## src/rtl/mhp_pkg.sv

```systemverilog
// Shared types and constants for the MHP responder: frame header layout,
// request opcodes and the responder FSM state encoding.
package mhp_pkg;

  localparam int         MHP_HDR_BYTES   = 7;
  localparam logic [6:0] MHP_OP_A        = 7'h01;
  localparam logic [6:0] MHP_OP_B        = 7'h03;
  localparam logic [6:0] MHP_OP_C        = 7'h05;
  localparam logic [7:0] MHP_DTYPE_GRANT = 8'h04;

  typedef enum logic [1:0] {RX_HDR, RX_PAY, CHECK, TX_HDR} mhp_state_e;

  // Packed so that dst lands in the top bits: shifting bytes in big-endian
  // order fills the struct directly.
  typedef struct packed {
    logic [15:0] dst;
    logic [15:0] src;
    logic [15:0] size;
    logic [7:0]  dtype;
  } mhp_hdr_t;

  function automatic logic [7:0] mhp_hdr_byte(input mhp_hdr_t h, input logic [2:0] idx);
    case (idx)
      3'd0:    return h.dst[15:8];
      3'd1:    return h.dst[7:0];
      3'd2:    return h.src[15:8];
      3'd3:    return h.src[7:0];
      3'd4:    return h.size[15:8];
      3'd5:    return h.size[7:0];
      default: return h.dtype;
    endcase
  endfunction

  function automatic logic mhp_is_request(input logic [7:0] dtype);
    return dtype[7] && (dtype[6:0] == MHP_OP_A || dtype[6:0] == MHP_OP_B ||
                        dtype[6:0] == MHP_OP_C);
  endfunction

endpackage

```

## src/rtl/mhp_hdr_ser.sv

```systemverilog
// 7-byte header serializer: a start pulse captures the first byte; each
// valid/ready transfer advances to the next byte. o_data is registered.
module mhp_hdr_ser
  import mhp_pkg::*;
(
  input  logic       i_clk,
  input  logic       i_rst_n,
  input  logic       i_start,
  input  mhp_hdr_t   i_hdr,
  input  logic       i_ready,
  output logic       o_valid,
  output logic [7:0] o_data,
  output logic       o_last
);

  logic [2:0] idx_q, idx_d;
  logic       valid_q, valid_d;
  logic [7:0] data_q, data_d;
  logic       xfer;

  assign xfer    = valid_q && i_ready;
  assign o_last  = xfer && (idx_q == 3'(MHP_HDR_BYTES - 1));
  assign o_valid = valid_q;
  assign o_data  = data_q;

  always_ff @(posedge i_clk or negedge i_rst_n) begin
    if (!i_rst_n) begin
      idx_q   <= '0;
      valid_q <= 1'b0;
      data_q  <= '0;
    end else begin
      idx_q   <= idx_d;
      valid_q <= valid_d;
      data_q  <= data_d;
    end
  end

  always_comb begin
    idx_d   = idx_q;
    valid_d = valid_q;
    data_d  = data_q;
    if (i_start) begin
      valid_d = 1'b1;
      idx_d   = '0;
      data_d  = mhp_hdr_byte(i_hdr, 3'd0);
    end else if (xfer) begin
      if (o_last) begin
        valid_d = 1'b0;
      end else begin
        idx_d  = idx_q + 3'd1;
        data_d = mhp_hdr_byte(i_hdr, idx_q + 3'd1);
      end
    end
  end

endmodule

```

## src/rtl/mhp_responder.sv

```systemverilog
// MHP responder: receives request frames, discards payload, and answers
// each valid request with a grant carrying a freshly allocated address.
module mhp_responder
  import mhp_pkg::*;
#(
  parameter logic [15:0] MY_ADDR     = 16'h0000,
  parameter logic [15:0] ADDR_BASE   = 16'h0100,
  parameter logic [15:0] ADDR_LAST   = 16'h01FF,
  parameter logic [7:0]  GRANT_DTYPE = MHP_DTYPE_GRANT
) (
  input  logic        i_clk,
  input  logic        i_rst_n,
  input  logic        i_enable,
  input  logic [7:0]  i_rdata,
  input  logic        i_rready,
  output logic        o_rreq,
  output logic [7:0]  o_wdata,
  input  logic        i_wready,
  output logic        o_wvalid,
  output logic        o_grant_strobe,
  output logic [15:0] o_grant_addr,
  output logic [6:0]  o_req_opcode,
  output logic        o_busy,
  output logic [7:0]  o_err_cnt
);

  mhp_state_e  state_q, state_d;
  logic [2:0]  rx_idx_q, rx_idx_d;
  mhp_hdr_t    rx_hdr_q, rx_hdr_d, tx_hdr_q, tx_hdr_d;
  logic [15:0] rem_q, rem_d, alloc_q, alloc_d, gaddr_q, gaddr_d;
  logic [6:0]  op_q, op_d;
  logic [7:0]  err_q, err_d;
  logic        start_q, start_d, rreq_q, rreq_d;
  logic        rx_xfer, ser_last;

  assign rx_xfer        = rreq_q && i_rready;
  assign o_rreq         = rreq_q;
  assign o_grant_strobe = ser_last;
  assign o_grant_addr   = gaddr_q;
  assign o_req_opcode   = op_q;
  assign o_err_cnt      = err_q;

  always_ff @(posedge i_clk or negedge i_rst_n) begin
    if (!i_rst_n) begin
      state_q  <= RX_HDR;
      rx_idx_q <= '0;
      rx_hdr_q <= '0;
      tx_hdr_q <= '0;
      rem_q    <= '0;
      alloc_q  <= ADDR_BASE;
      gaddr_q  <= '0;
      op_q     <= '0;
      err_q    <= '0;
      start_q  <= 1'b0;
      rreq_q   <= 1'b0;
    end else begin
      state_q  <= state_d;
      rx_idx_q <= rx_idx_d;
      rx_hdr_q <= rx_hdr_d;
      tx_hdr_q <= tx_hdr_d;
      rem_q    <= rem_d;
      alloc_q  <= alloc_d;
      gaddr_q  <= gaddr_d;
      op_q     <= op_d;
      err_q    <= err_d;
      start_q  <= start_d;
      rreq_q   <= rreq_d;
    end
  end

  always_comb begin
    state_d  = state_q;
    rx_idx_d = rx_idx_q;
    rx_hdr_d = rx_hdr_q;
    tx_hdr_d = tx_hdr_q;
    rem_d    = rem_q;
    alloc_d  = alloc_q;
    gaddr_d  = gaddr_q;
    op_d     = op_q;
    err_d    = err_q;
    start_d  = 1'b0;
    case (state_q)
      RX_HDR: if (rx_xfer) begin
        rx_hdr_d = {rx_hdr_q[47:0], i_rdata};
        if (rx_idx_q == 3'(MHP_HDR_BYTES - 1)) begin
          // Size bytes already sit in the low 16 bits before dtype shifts in.
          rx_idx_d = '0;
          rem_d    = rx_hdr_q[15:0];
          state_d  = (rx_hdr_q[15:0] != 16'h0000) ? RX_PAY : CHECK;
        end else begin
          rx_idx_d = rx_idx_q + 3'd1;
        end
      end
      RX_PAY: if (rx_xfer) begin
        rem_d = rem_q - 16'd1;
        if (rem_q == 16'd1) state_d = CHECK;
      end
      CHECK: begin
        if (mhp_is_request(rx_hdr_q.dtype)) begin
          op_d     = rx_hdr_q.dtype[6:0];
          tx_hdr_d = '{dst: alloc_q, src: MY_ADDR, size: 16'h0000, dtype: GRANT_DTYPE};
          start_d  = 1'b1;
          state_d  = TX_HDR;
        end else begin
          err_d   = (err_q == 8'hFF) ? err_q : err_q + 8'd1;
          state_d = RX_HDR;
        end
      end
      default: if (ser_last) begin
        gaddr_d = alloc_q;
        alloc_d = (alloc_q == ADDR_LAST) ? ADDR_BASE : alloc_q + 16'd1;
        state_d = RX_HDR;
      end
    endcase
  end

  always_comb begin
    rreq_d = ((state_d == RX_HDR) && (i_enable || (rx_idx_d != 3'd0))) ||
             (state_d == RX_PAY);
    o_busy = !((state_q == RX_HDR) && (rx_idx_q == 3'd0));
  end

  mhp_hdr_ser u_ser (
    .i_clk   (i_clk),
    .i_rst_n (i_rst_n),
    .i_start (start_q),
    .i_hdr   (tx_hdr_q),
    .i_ready (i_wready),
    .o_valid (o_wvalid),
    .o_data  (o_wdata),
    .o_last  (ser_last)
  );

endmodule
```

## config.mk

```make
export PLATFORM = sky130hd
export DESIGN_NAME = mhp_responder
export DESIGN_NICKNAME = d
export VERILOG_FILES = /design/src/rtl/mhp_pkg.sv /design/src/rtl/mhp_hdr_ser.sv /design/src/rtl/mhp_responder.sv
export SDC_FILE = /design/constraint.sdc
export NUM_CORES = 1
export LEC_CHECK = 0
export BUFFER_PORTS_ARGS = -buffer_cell sky130_fd_sc_hd__buf_4
export CAP_MARGIN = 20
export CORE_ASPECT_RATIO = 0.5
export CORE_MARGIN = 2
export CORE_UTILIZATION = 55
export CTS_CLUSTER_SIZE = 20
export DETAILED_ROUTE_END_ITERATION = 16
export GPL_ROUTABILITY_DRIVEN = 0
export PLACE_DENSITY = 0.75
export SETUP_SLACK_MARGIN = 0.5
export SYNTH_ARGS = -nofsm -noshare
export SYNTH_HDL_FRONTEND = slang
export SYNTH_HIERARCHICAL = 1
export SYNTH_SLANG_ARGS = --single-unit
```

## constraint.sdc

```tcl
create_clock -name i_clk -period 2.9 [get_ports i_clk]
set_input_delay 0.145 -clock i_clk [delete_from_list [all_inputs] [get_ports i_clk]]
set_output_delay 0.145 -clock i_clk [all_outputs]
set_load 0.05 [all_outputs]
```

==> run metrics, run 1 <==
outcome complete, no violations; Seq pwr share 35.5%; Final period util 77.5%; n_diodes 0; Primary FF master, synth dfrtp_1; Setup crit start kind register; crit-path leading delay family simple AND/OR/NAND/NOR gates; wire per inst 16.6 um; Synth area leader dfrtp_1; sw power 1.78 mW; TritonRoute pass-1 iters 5; # port buffers 55; die height 76.8 um; vias in the first global route 4,522; first-pass GRT wire length 22,800 um; post-synthesis adder-cell area fraction 1.93%; PwrDens 753 nW/um^2; sequential fraction of the synthesis area 49.4%; slew of the pin with the lowest slew margin 0.662 ns; Initial Util 56.9%; Synth Area in XOR/XNOR 3.00%; Compound-Gate Fraction of Synth Area 14.8%; Synth Instances 568; initial antenna violation count 0; EDFF count, synth 0; DRT Wirelength 13,600 um; Synth top area share 48.9%; Inserted Clock Buffers 17; most used cell, CP nor2_1; row count 26; placed insts 780; Static Leak 3.51 nW; HPWL Detailed 9130 um; core area 10,200 um^2; maxcap violations 0; Final Skew 0.00841 ns; Final Hold Slack 0.0150 ns; switch share 32.7%; die footprint 11,500 um^2; CTS sink cnt 115; Synth warnings 6; relative slew slack 55.9%; total chip power 5.43 mW; Layout area overhead 23.7%; # IOs 56; GRT Total Usage 25.5%; hold crit path type input pin to register; P_int 3.66 mW; slowest CP cell dfrtp_1; Crit Path Class register to register; H-tree Lvls 4; Setup violations, final 0; worst-case clock buffer depth 2; Combinational Power Share 25.3%; crit path max fanout 11; Vias 4,549; Synth Register Bits 115; Peak Freq 445 MHz; DIE WIDTH 150 um; reg2reg setup slack 0.65 ns; critical-path cell list inv_1 > ha_2 > and3_4 > and3_1 > nand4_2 > nor2_1 > nor2_1 > mux2_2; CP Buf/Inv Count 1; Final Hold Viols 0; Worst-Skew Late Latency 0.41 ns; largest net degree at the start of global routing 51; layout cell share with drive strength beyond 1 22.6%; mux contribution to synthesized area 8.84%; VDD IR max 0.440 mV; async set-reset flop share out of synthesis 100%; largest cells by area after synthesis dfrtp_1, nand2_1, mux2_2; critical path required time 3.19 ns; Worst path max stage delay 0.44 ns; residual DRC count 0; endpoint class of the critical path register; Layout Nets 690; Setup TNS 0 ns; main combinational cell family by area after synthesis simple AND/OR/NAND/NOR gates; CP arrival 2.54 ns; minimum clock period 2.25 ns; synthesized area 5830 um^2; CTS tree yes; vias per inst 5.54; CTS root buf clkbuf_16; Iter 0 DRT Violations 268; clk slew on worst S/H paths 0.05 ns; Synth Area in Simple Gates 18.4%; Clk pwr share 39.2%; Avg Inst Size Synth 10.3 um^2; Distinct cells, synth 68; Final Max Tran Viols 0; RSZ-0062 raised after global routing false; total grt overflow 0; post-route ant nets 0; final std cells w/o fill 821
## power by group through the flow
| stage | Sequential [mW] | Clock, mW | Combinational, mW |
|---|---|---|---|
| 2_1_floorplan | 2.14 | 0 | 0.785 |
| 3_3_place_gp | 1.94 | 0 | 1.30 |
| 3_5_place_dp | 1.95 | 0 | 1.33 |
| 4_1_cts | 1.92 | 2.15 | 1.35 |
| 5_1_grt | 1.95 | 2.24 | 1.51 |
| 6_report | 1.93 | 2.13 | 1.37 |
## worst paths after layout
| kind | depth (start not counted) | startpoint | endpoint |
|---|---|---|---|
| max | 8 | u_ser/idx_q[0] | alloc_q[15] |
| min | 2 | i_enable | o_rreq |
| max reg2reg | 8 | u_ser/idx_q[0] | alloc_q[15] |
| min reg2reg | 1 | o_req_opcode[0] | o_req_opcode[0] |
| max in group asynchronous | 3 | i_rst_n | o_grant_addr[9] |
| min in group asynchronous | 2 | i_rst_n | o_grant_addr[1] |
## worst register-to-register path, delay by kind of cell, from the launching register on
family                     cells  cell delay [ns]
DFF                            1             0.44
muxes                          1             0.26
buffers and inverters          1             0.13
and+or+nand+nor                5             1.00
adders and majority gates      1             0.30
## layout by cell type (no fill, tap or decap), drive strengths merged, types with 4 or more instances in the layout
cell	synthesis	layout
dfrtp	114	114
nand2	96	96
buf	20	66
conb	1	39
mux2	37	37
nor2	36	36
o21ai	28	28
a21oi	24	24
clkbuf	12	23
a22oi	17	17
xnor2	15	15
nor3	14	14
inv	13	13
nand3	11	11
and3	11	11
and2	10	10
o31ai	10	10
dlygate4sd3	0	9
ha	9	9
a31oi	8	8
nand4	8	8
a2111oi	8	8
nor4	6	6
nand2b	5	5
mux2i	5	5
xor2	5	5
o211ai	4	4
## layout make-up
class | count | area (um^2)
fill | 792 | 3030
clock inverter | 9 | 128
inverter | 13 | 48.8
clock buffer | 23 | 478
timing repair buffer | 75 | 586
tap | 140 | 175
multi-input combinational | 446 | 2920
sequential | 115 | 2880
## layer usage
metal  GRT usage (%)  part of all wire (%)  vias to the layer above
li1                -                     -                     2202
met1            34.1                    46                     2207
met2            40.9                    48                      124
met3            7.08                   4.7                       16
met4            7.33                   1.2                        0
met5               0                     0                        -
## synthesized netlist by cell type, types with 3 or more instances
cell type  instances
mux2_4            13
nor2_1            36
inv_1             13
clkbuf_1          12
nand4_1            7
o211ai_1           4
dfrtp_1          114
a2111oi_0          5
nor3_1            13
xnor2_1           15
o31ai_1           10
o21ai_0           27
mux2_2            24
a21oi_1           24
xor2_1             5
and2_1            10
buf_1              3
buf_2             12
buf_4              3
nand2_1           96
nor4_1             4
mux2i_1            5
ha_1               9
a31oi_1            8
a22oi_1           17
and3_1            11
nand2b_1           5
nand3_1           11
## sequential cells by signal (all words and copies together) (netlist names), 2 cells and up
signal	cells
tx_hdr_q	17
rx_hdr_q	16
u_ser/idx_q	3
rx_idx_q	3
o_req_opcode	7
state_q	2
o_err_cnt	8
o_grant_addr	16
u_ser/o_data	8
alloc_q	16
rem_q	16
## through the flow
| step | area (um^2) | setup WS, ns | util [%] |
|---|---|---|---|
| global route | 7220 | 0.511 | 70.4 |
| CTS | 7200 | 0.512 | 70.3 |
| floorplan | 5980 | 0.561 | - |
| detailed placement | 6500 | 0.544 | 63.5 |
| finish | 7220 | 0.653 | 70.4 |
| global placement | 6500 | 0.668 | 63.5 |
## logic make-up after synthesis
kind of cell | count (synthesis)
AND/OR/NAND/NOR | 214
buffers and inverters | 45
XOR/XNOR | 20
AO/OA/AOI/OAI | 122
other | 1
multiplexers | 42
adder cells (fa/ha/maj) | 9
flip-flops | 115
## repair_timing
item | in CTS | in global routing
endpoints found under the hold margin | 54 | 0
hold buffers | 9 | 0
setup endpoints to repair | 0 | 4
setup buffers | 0 | 0
resized for setup | 0 | 3
No activity file was read; power rests on OpenSTA's default activity.
==> run 2: changes to the inputs <==
==> constraint.sdc (replaced) <==
create_clock -name i_clk -period 2.3 [get_ports i_clk]
set_input_delay 0.115 -clock i_clk [delete_from_list [all_inputs] [get_ports i_clk]]
set_output_delay 0.115 -clock i_clk [all_outputs]
set_load 0.05 [all_outputs]
==> run 2 against run 1 <==
Routed wire length up 21%. Clock-buffer cell count shrank 3. Global-route usage increased by 1.8 points. Sequential power rose by 28%. Combinational power up 76%. Die area did not move. Cell area up 12%. Via count up 11%. Clock skew fell by 0.0010 ns. Register-to-register slack got worse by 0.27 ns. Core utilization grew 8.4 points. First-iteration DRC count is 36% higher. Critical path type unchanged. Critical endpoint unchanged. Largest power group unchanged.
==> run metrics, run 2 (same netlist as run 1, synthesis figures left out) <==
outcome complete, no violations; vias per inst 5.90; DIE WIDTH 150 um; TritonRoute pass-1 iters 5; minimum clock period 1.92 ns; Core Util, Final 78.8%; Layout Nets 726; r2r worst-path depth 8; residual DRC count 0; first-pass GRT wire length 24,200 um; post-route ant nets 0; die footprint 11,500 um^2; CP arrival 2.23 ns; Peak Freq 522 MHz; slowest CP cell dfrtp_2; CTS sink cnt 115; GRT Total Usage 27.3%; Crit Path Class register to register; H-tree Lvls 4; Worst-Skew Late Latency 0.43 ns; Worst Hold Path Cells 3; CTS tree yes; Setup violations, final 0; critical-path cell list inv_4 > ha_4 > and3_4 > nand3_4 > nor2_4 > and3b_2 > nand3_1 > mux2_2; HPWL Detailed 9060 um; clk slew on worst S/H paths 0.06 ns; Worst path max stage delay 0.46 ns; Layout area overhead 38.5%; Initial Util 56.9%; core area 10,200 um^2; worst-case clock buffer depth 2; Finished Cell Area 8080 um^2; n_diodes 0; endpoint class of the critical path register; wire per inst 19.3 um; hold crit path type input pin to register; RSZ-0062 raised after global routing true; Vias 5,059; # IOs 56; commonest non-fill, non-tap cell in the layout dfrtp_1; Reg with most FFs tx_hdr_q; relative slew slack 58.3%; initial antenna violation count 0; Inserted Clock Buffers 17; most frequent cells in the layout dfrtp_1, nand2_1, buf_4; max FFs per register 17; Final Max Tran Viols 0; crit path max fanout 4; total grt overflow 0; # port buffers 55; Setup crit start kind register; row count 26; reg2reg setup slack 0.38 ns; Final period util 83.3%; vias in the first global route 4,789; maxcap violations 0; Final Skew 0.00740 ns; critical path required time 2.61 ns; CTS root buf clkbuf_16; Final Hold Viols 0; Setup TNS 0 ns; layout cell share with drive strength beyond 1 34.7%; largest net degree at the start of global routing 45; Iter 0 DRT Violations 365; die height 76.8 um; VDD IR max 0.556 mV; Cell Area, Placed 6610 um^2; slew of the pin with the lowest slew margin 0.626 ns; Static Leak 3.83 nW; DRT Wirelength 16,500 um; PwrDens 980 nW/um^2
run 2: cell types whose count changed in the layout (fill, tap and decap cells not counted), moves of 4 or more:
cell       change
a2111oi_0      -5
a2111oi_4      +5
buf_12         +5
buf_4         +18
buf_6          +9
dfrtp_1       -14
dfrtp_2       +14
ha_1           -5
ha_4           +5
nor3_1         -4
o21ai_0        -4
run 2: layer usage:
metal	routed length (um)	track usage, %	vias to the layer above
met1	6680	35.1	2543
met4	327	9.52	0
li1	-	-	2277
met3	984	6.67	31
met5	0	0	-
met2	8520	45.2	208
run 2: final cells by class:
class / instances / area (um^2)
sequential: 115 / 2900
fill: 587 / 2170
multi-input combinational: 448 / 3330
timing repair buffer: 109 / 960
tap: 140 / 175
clock buffer: 20 / 467
inverter: 13 / 51.3
clock inverter: 12 / 201
run 2: critical path, delay by kind of cell, from the launching register on:
kind                     cells  cell delay, ns
adder cells (fa/ha/maj)      1            0.14
buffers and inverters        1            0.09
flip-flops                   1            0.46
multiplexers                 1            0.30
AND/OR/NAND/NOR              5            0.81
run 2: power breakdown:
group	internal (mW)	leakage, nW	switching, mW
registers	2.23	1.52	0.254
logic	0.989	1.99	1.43
clock network	2.01	0.323	1.01
total	5.23	3.83	2.69
run 2: final timing paths:
check                           startpoint               to
max                         u_ser/idx_q[0]      alloc_q[15]
min                               i_rready        rem_q[15]
max reg2reg                 u_ser/idx_q[0]      alloc_q[15]
min reg2reg                o_grant_addr[0]  o_grant_addr[0]
max in group asynchronous          i_rst_n   u_ser/idx_q[0]
min in group asynchronous          i_rst_n         rem_q[7]
run 2: repair_timing:
item                                   4_1_cts  5_1_grt
buffers inserted                            12       16
cloned                                       2        1
pin swaps                                    5       12
resized for setup                           33       59
endpoints found under the hold margin       49        0
hold buffers                                10        0
setup endpoints to repair                   49       68
run 2: per-stage QoR:
stage          hold slack, ns  total power [mW]  setup slack (ns)  std cells
6_report                0.241              7.92             0.383        857
5_1_grt                 0.265              8.21             0.344        857
3_5_place_dp            0.167              4.18             0.231        784
4_1_cts                 0.245              7.34             0.386        840
2_1_floorplan          -0.181              3.70             0.210        606
3_3_place_gp            0.154              4.12             0.233        784
==> run 3: changes to the inputs <==
--- a/config.mk
+++ b/config.mk
@@ -9,11 +9,11 @@
 export CAP_MARGIN = 20
 export CORE_ASPECT_RATIO = 0.5
 export CORE_MARGIN = 2
-export CORE_UTILIZATION = 55
+export CORE_UTILIZATION = 54
 export CTS_CLUSTER_SIZE = 20
 export DETAILED_ROUTE_END_ITERATION = 16
 export GPL_ROUTABILITY_DRIVEN = 0
-export PLACE_DENSITY = 0.75
+export PLACE_DENSITY = 0.77
 export SETUP_SLACK_MARGIN = 0.5
 export SYNTH_ARGS = -nofsm -noshare
 export SYNTH_HDL_FRONTEND = slang
==> constraint.sdc (replaced) <==
create_clock -name i_clk -period 1.7 [get_ports i_clk]
set_input_delay 0.085 -clock i_clk [delete_from_list [all_inputs] [get_ports i_clk]]
set_output_delay 0.085 -clock i_clk [all_outputs]
set_load 0.05 [all_outputs]
==> run 3 against run 2 <==
The flow now stops in global routing. Synthesized cell count is the same. Synthesized area unchanged.
==> run metrics, run 3 <==
Cell Area, Placed 7450 um^2; total grt overflow 399; placed insts 869; Synth area leader dfrtp_1; GRT Total Usage 89.5%; synthesized area 5830 um^2; Synth Instances 568; row count 26; # IOs 56; Synth Register Bits 115; synth cell count leaders dfrtp_1, nand2_1, nor2_1, o21ai_0; Worst EP kind sequential cell input; Distinct cells, synth 68; Primary FF master, synth dfrtp_1; Avg Inst Size Synth 10.3 um^2; DIE WIDTH 151 um; HPWL Detailed 10,600 um; H-tree Lvls 4; CTS root buf clkbuf_16; die height 77.5 um; outcome aborted with a tool error; worst_ep grt o_rreq$_DFF_PN0_/D; async set-reset flop share out of synthesis 100%; First Err [ERROR GRT-0232] Routing congestion too high. Check the congestion heatmap in the GUI.; sequential fraction of the synthesis area 49.4%; Synth top area share 48.9%; worst-case clock buffer depth 2; CTS sink cnt 115; # port buffers 55; EDFF count, synth 0; Inserted Clock Buffers 17; largest net degree at the start of global routing 43; Last stage global routing; largest cells by area after synthesis dfrtp_1, nand2_1, mux2_2; Synth warnings 6; most frequent cell after synthesis dfrtp_1; Initial Util 56.4%
## run 3: cell counts after synthesis
No cell type changed its count.
## run 3: kinds of logic after synthesis
family,share of synthesized area [%]
AND/OR/NAND/NOR,18.4
AO/OA/AOI/OAI,14.8
flip-flops,49.4
buffers and inverters,3.60
multiplexers,8.84
XOR/XNOR,3.00
adder cells (fa/ha/maj),1.93
other,0.0643
## run 3: what timing repair did
item                                   in CTS
setup endpoints to repair                 122
resized for setup                         175
pin swaps                                  82
endpoints found under the hold margin      46
hold buffers                               10
gates cloned                                7
setup buffers                              31
## run 3: per-stage QoR
step / setup WS, ns / hold WS (ns)
floorplan: -0.389 / -0.211
global placement: -0.0980 / 0.121
detailed placement: -0.173 / 0.130
CTS: -0.0835 / 0.185
## run 3: layer usage
layer	GRT overflow	global-route usage, %
met1	0	88.2
met2	250	107
met3	2	74.6
met4	147	95.0
met5	0	22.3
==> run 4: changes to the inputs <==
--- a/config.mk
+++ b/config.mk
@@ -7,14 +7,11 @@
 export LEC_CHECK = 0
 export BUFFER_PORTS_ARGS = -buffer_cell sky130_fd_sc_hd__buf_4
 export CAP_MARGIN = 20
-export CORE_ASPECT_RATIO = 0.5
 export CORE_MARGIN = 2
-export CORE_UTILIZATION = 54
-export CTS_CLUSTER_SIZE = 20
+export CORE_UTILIZATION = 40
 export DETAILED_ROUTE_END_ITERATION = 16
 export GPL_ROUTABILITY_DRIVEN = 0
-export PLACE_DENSITY = 0.77
-export SETUP_SLACK_MARGIN = 0.5
+export PLACE_DENSITY_LB_ADDON = 0.15
 export SYNTH_ARGS = -nofsm -noshare
 export SYNTH_HDL_FRONTEND = slang
 export SYNTH_HIERARCHICAL = 1
==> constraint.sdc (replaced) <==
create_clock -name i_clk -period 2.2 [get_ports i_clk]
set_input_delay 0.11 -clock i_clk [delete_from_list [all_inputs] [get_ports i_clk]]
set_output_delay 0.11 -clock i_clk [all_outputs]
set_load 0.05 [all_outputs]
==> run 4 against run 3 <==
The run now ends clean.
==> run metrics, run 4 (same netlist as run 1, synthesis figures left out) <==
outcome complete, no violations; DRT Wirelength 13,500 um; post-route ant nets 0; Layout area overhead 25.1%; max FFs per register 17; r2r startpoint u_ser/idx_q[0]; Worst-Skew Late Latency 0.42 ns; Layout Nets 698; CTS tree yes; residual DRC count 0; CP Buf/Inv Count 2; setup bufs post-CTS 0; Initial Util 40.6%; Inserted Clock Buffers 17; r2r worst-path depth 7; Final Hold Viols 0; Seq pwr share 36.2%; Setup violations, final 0; most frequent cells in the layout dfrtp_1, nand2_1, buf_4; clk slew on worst S/H paths 0.05 ns; Final period util 96.0%; vias in the first global route 4,567; minimum clock period 2.11 ns; GRT Total Usage 18.6%; hold crit path type input pin to asynchronous set/reset pin; P_int 4.73 mW; PwrDens 961 nW/um^2; Iter 0 DRT Violations 278; critical-path cell list inv_1 > ha_1 > buf_4 > nand2_1 > nand3_1 > a2111oi_1 > o31ai_1; HPWL Detailed 9330 um; Crit path depth 7; switch share 32.6%; die footprint 15,600 um^2; Vias 4,490; endpoint class of the critical path register; Setup TNS 0 ns; initial antenna violation count 0; TritonRoute pass-1 iters 4; sw power 2.29 mW; vias per inst 5.16; final std cells w/o fill 870; crit-path leading delay family compound AO/OA/AOI/OAI gates; largest net degree at the start of global routing 55; VDD IR max 0.470 mV; CTS root buf clkbuf_16; critical path required time 2.48 ns; Crit Path Class register to register; commonest non-fill, non-tap cell in the layout dfrtp_1; # port buffers 55; Cell Area, Placed 6640 um^2; core area 14,400 um^2; H-tree Lvls 4; layout cell share with drive strength beyond 1 23.0%; Final Max Tran Viols 0; Worst path max stage delay 0.51 ns; CP arrival 2.39 ns; first-pass GRT wire length 23,100 um; wire per inst 15.5 um; Clk pwr share 37.4%; Final Skew 0.00753 ns; maxcap violations 0; CTS sink cnt 115; total grt overflow 0; slew of the pin with the lowest slew margin 0.644 ns; Finished Cell Area 7300 um^2; Static Leak 3.55 nW; # IOs 56; Peak Freq 474 MHz; row count 44; # fillers 1,308; relative slew slack 57.0%; die height 125 um; reg2reg setup slack 0.09 ns; n_diodes 0; worst-case clock buffer depth 2; RR Endpoint u_ser/o_data[1]; crit path max fanout 10; placed insts 831; Reg with most FFs tx_hdr_q; Combinational Power Share 26.4%; DIE WIDTH 125 um; Setup crit start kind register; slowest CP cell a2111oi_1
## run 4: layer usage
layer,vias to the layer above,wire [um],GRT usage (%)
li1,2216,-,-
met1,2169,6540,25.4
met2,83,6150,27.6
met3,22,456,4.60
met4,0,316,8.72
met5,-,0,0
## run 4: through the flow
step           total power [mW]  setup WS (ns)  utilization [%]  hold slack [ns]
2_1_floorplan              3.87         0.0203                -           -0.186
3_3_place_gp               4.34          0.188             46.2         -0.00212
3_5_place_dp               4.39         0.0943             46.2         -0.00162
4_1_cts                    7.06         0.0732             50.8            0.121
5_1_grt                    7.40     -0.0000409             50.8            0.143
6_report                   7.01         0.0888             50.8            0.115
## run 4: what timing repair did
item / 4_1_cts / 5_1_grt
setup endpoints to repair: 0 / 2
hold buffers: 10 / 0
resized for setup: 0 / 2
endpoints found under the hold margin: 123 / 0
## run 4: power groups by stage
stage	Sequential [mW]	Clock, mW	Combinational, mW
after floorplan	2.83	0	1.04
after global placement	2.56	0	1.79
after detailed placement	2.57	0	1.81
after CTS	2.54	2.68	1.84
after global routing	2.57	2.79	2.04
final	2.54	2.62	1.85
## run 4: final cells by class
class | count | area [um^2] | share of cell area [%]
multi-input combinational | 446 | 2920 | 40.0
sequential | 115 | 2880 | 39.5
timing repair buffer | 83 | 661 | 9.06
inverter | 13 | 48.8 | 0.669
tap | 184 | 230 | 3.16
clock buffer | 23 | 478 | 6.55
clock inverter | 6 | 80.1 | 1.10
## run 4: worst max path at each step
stage | to | slack [ns] | startpoint
detailed placement | u_ser/o_data[1] | 0.09 | u_ser/idx_q[0]
global placement | tx_hdr_q[52] | 0.19 | rx_hdr_q[6]
CTS | u_ser/o_data[1] | 0.07 | u_ser/idx_q[0]
global route | u_ser/o_data[5] | -0.00004 | u_ser/idx_q[0]
finish | u_ser/o_data[1] | 0.09 | u_ser/idx_q[0]
floorplan | alloc_q[15] | 0.02 | u_ser/idx_q[0]
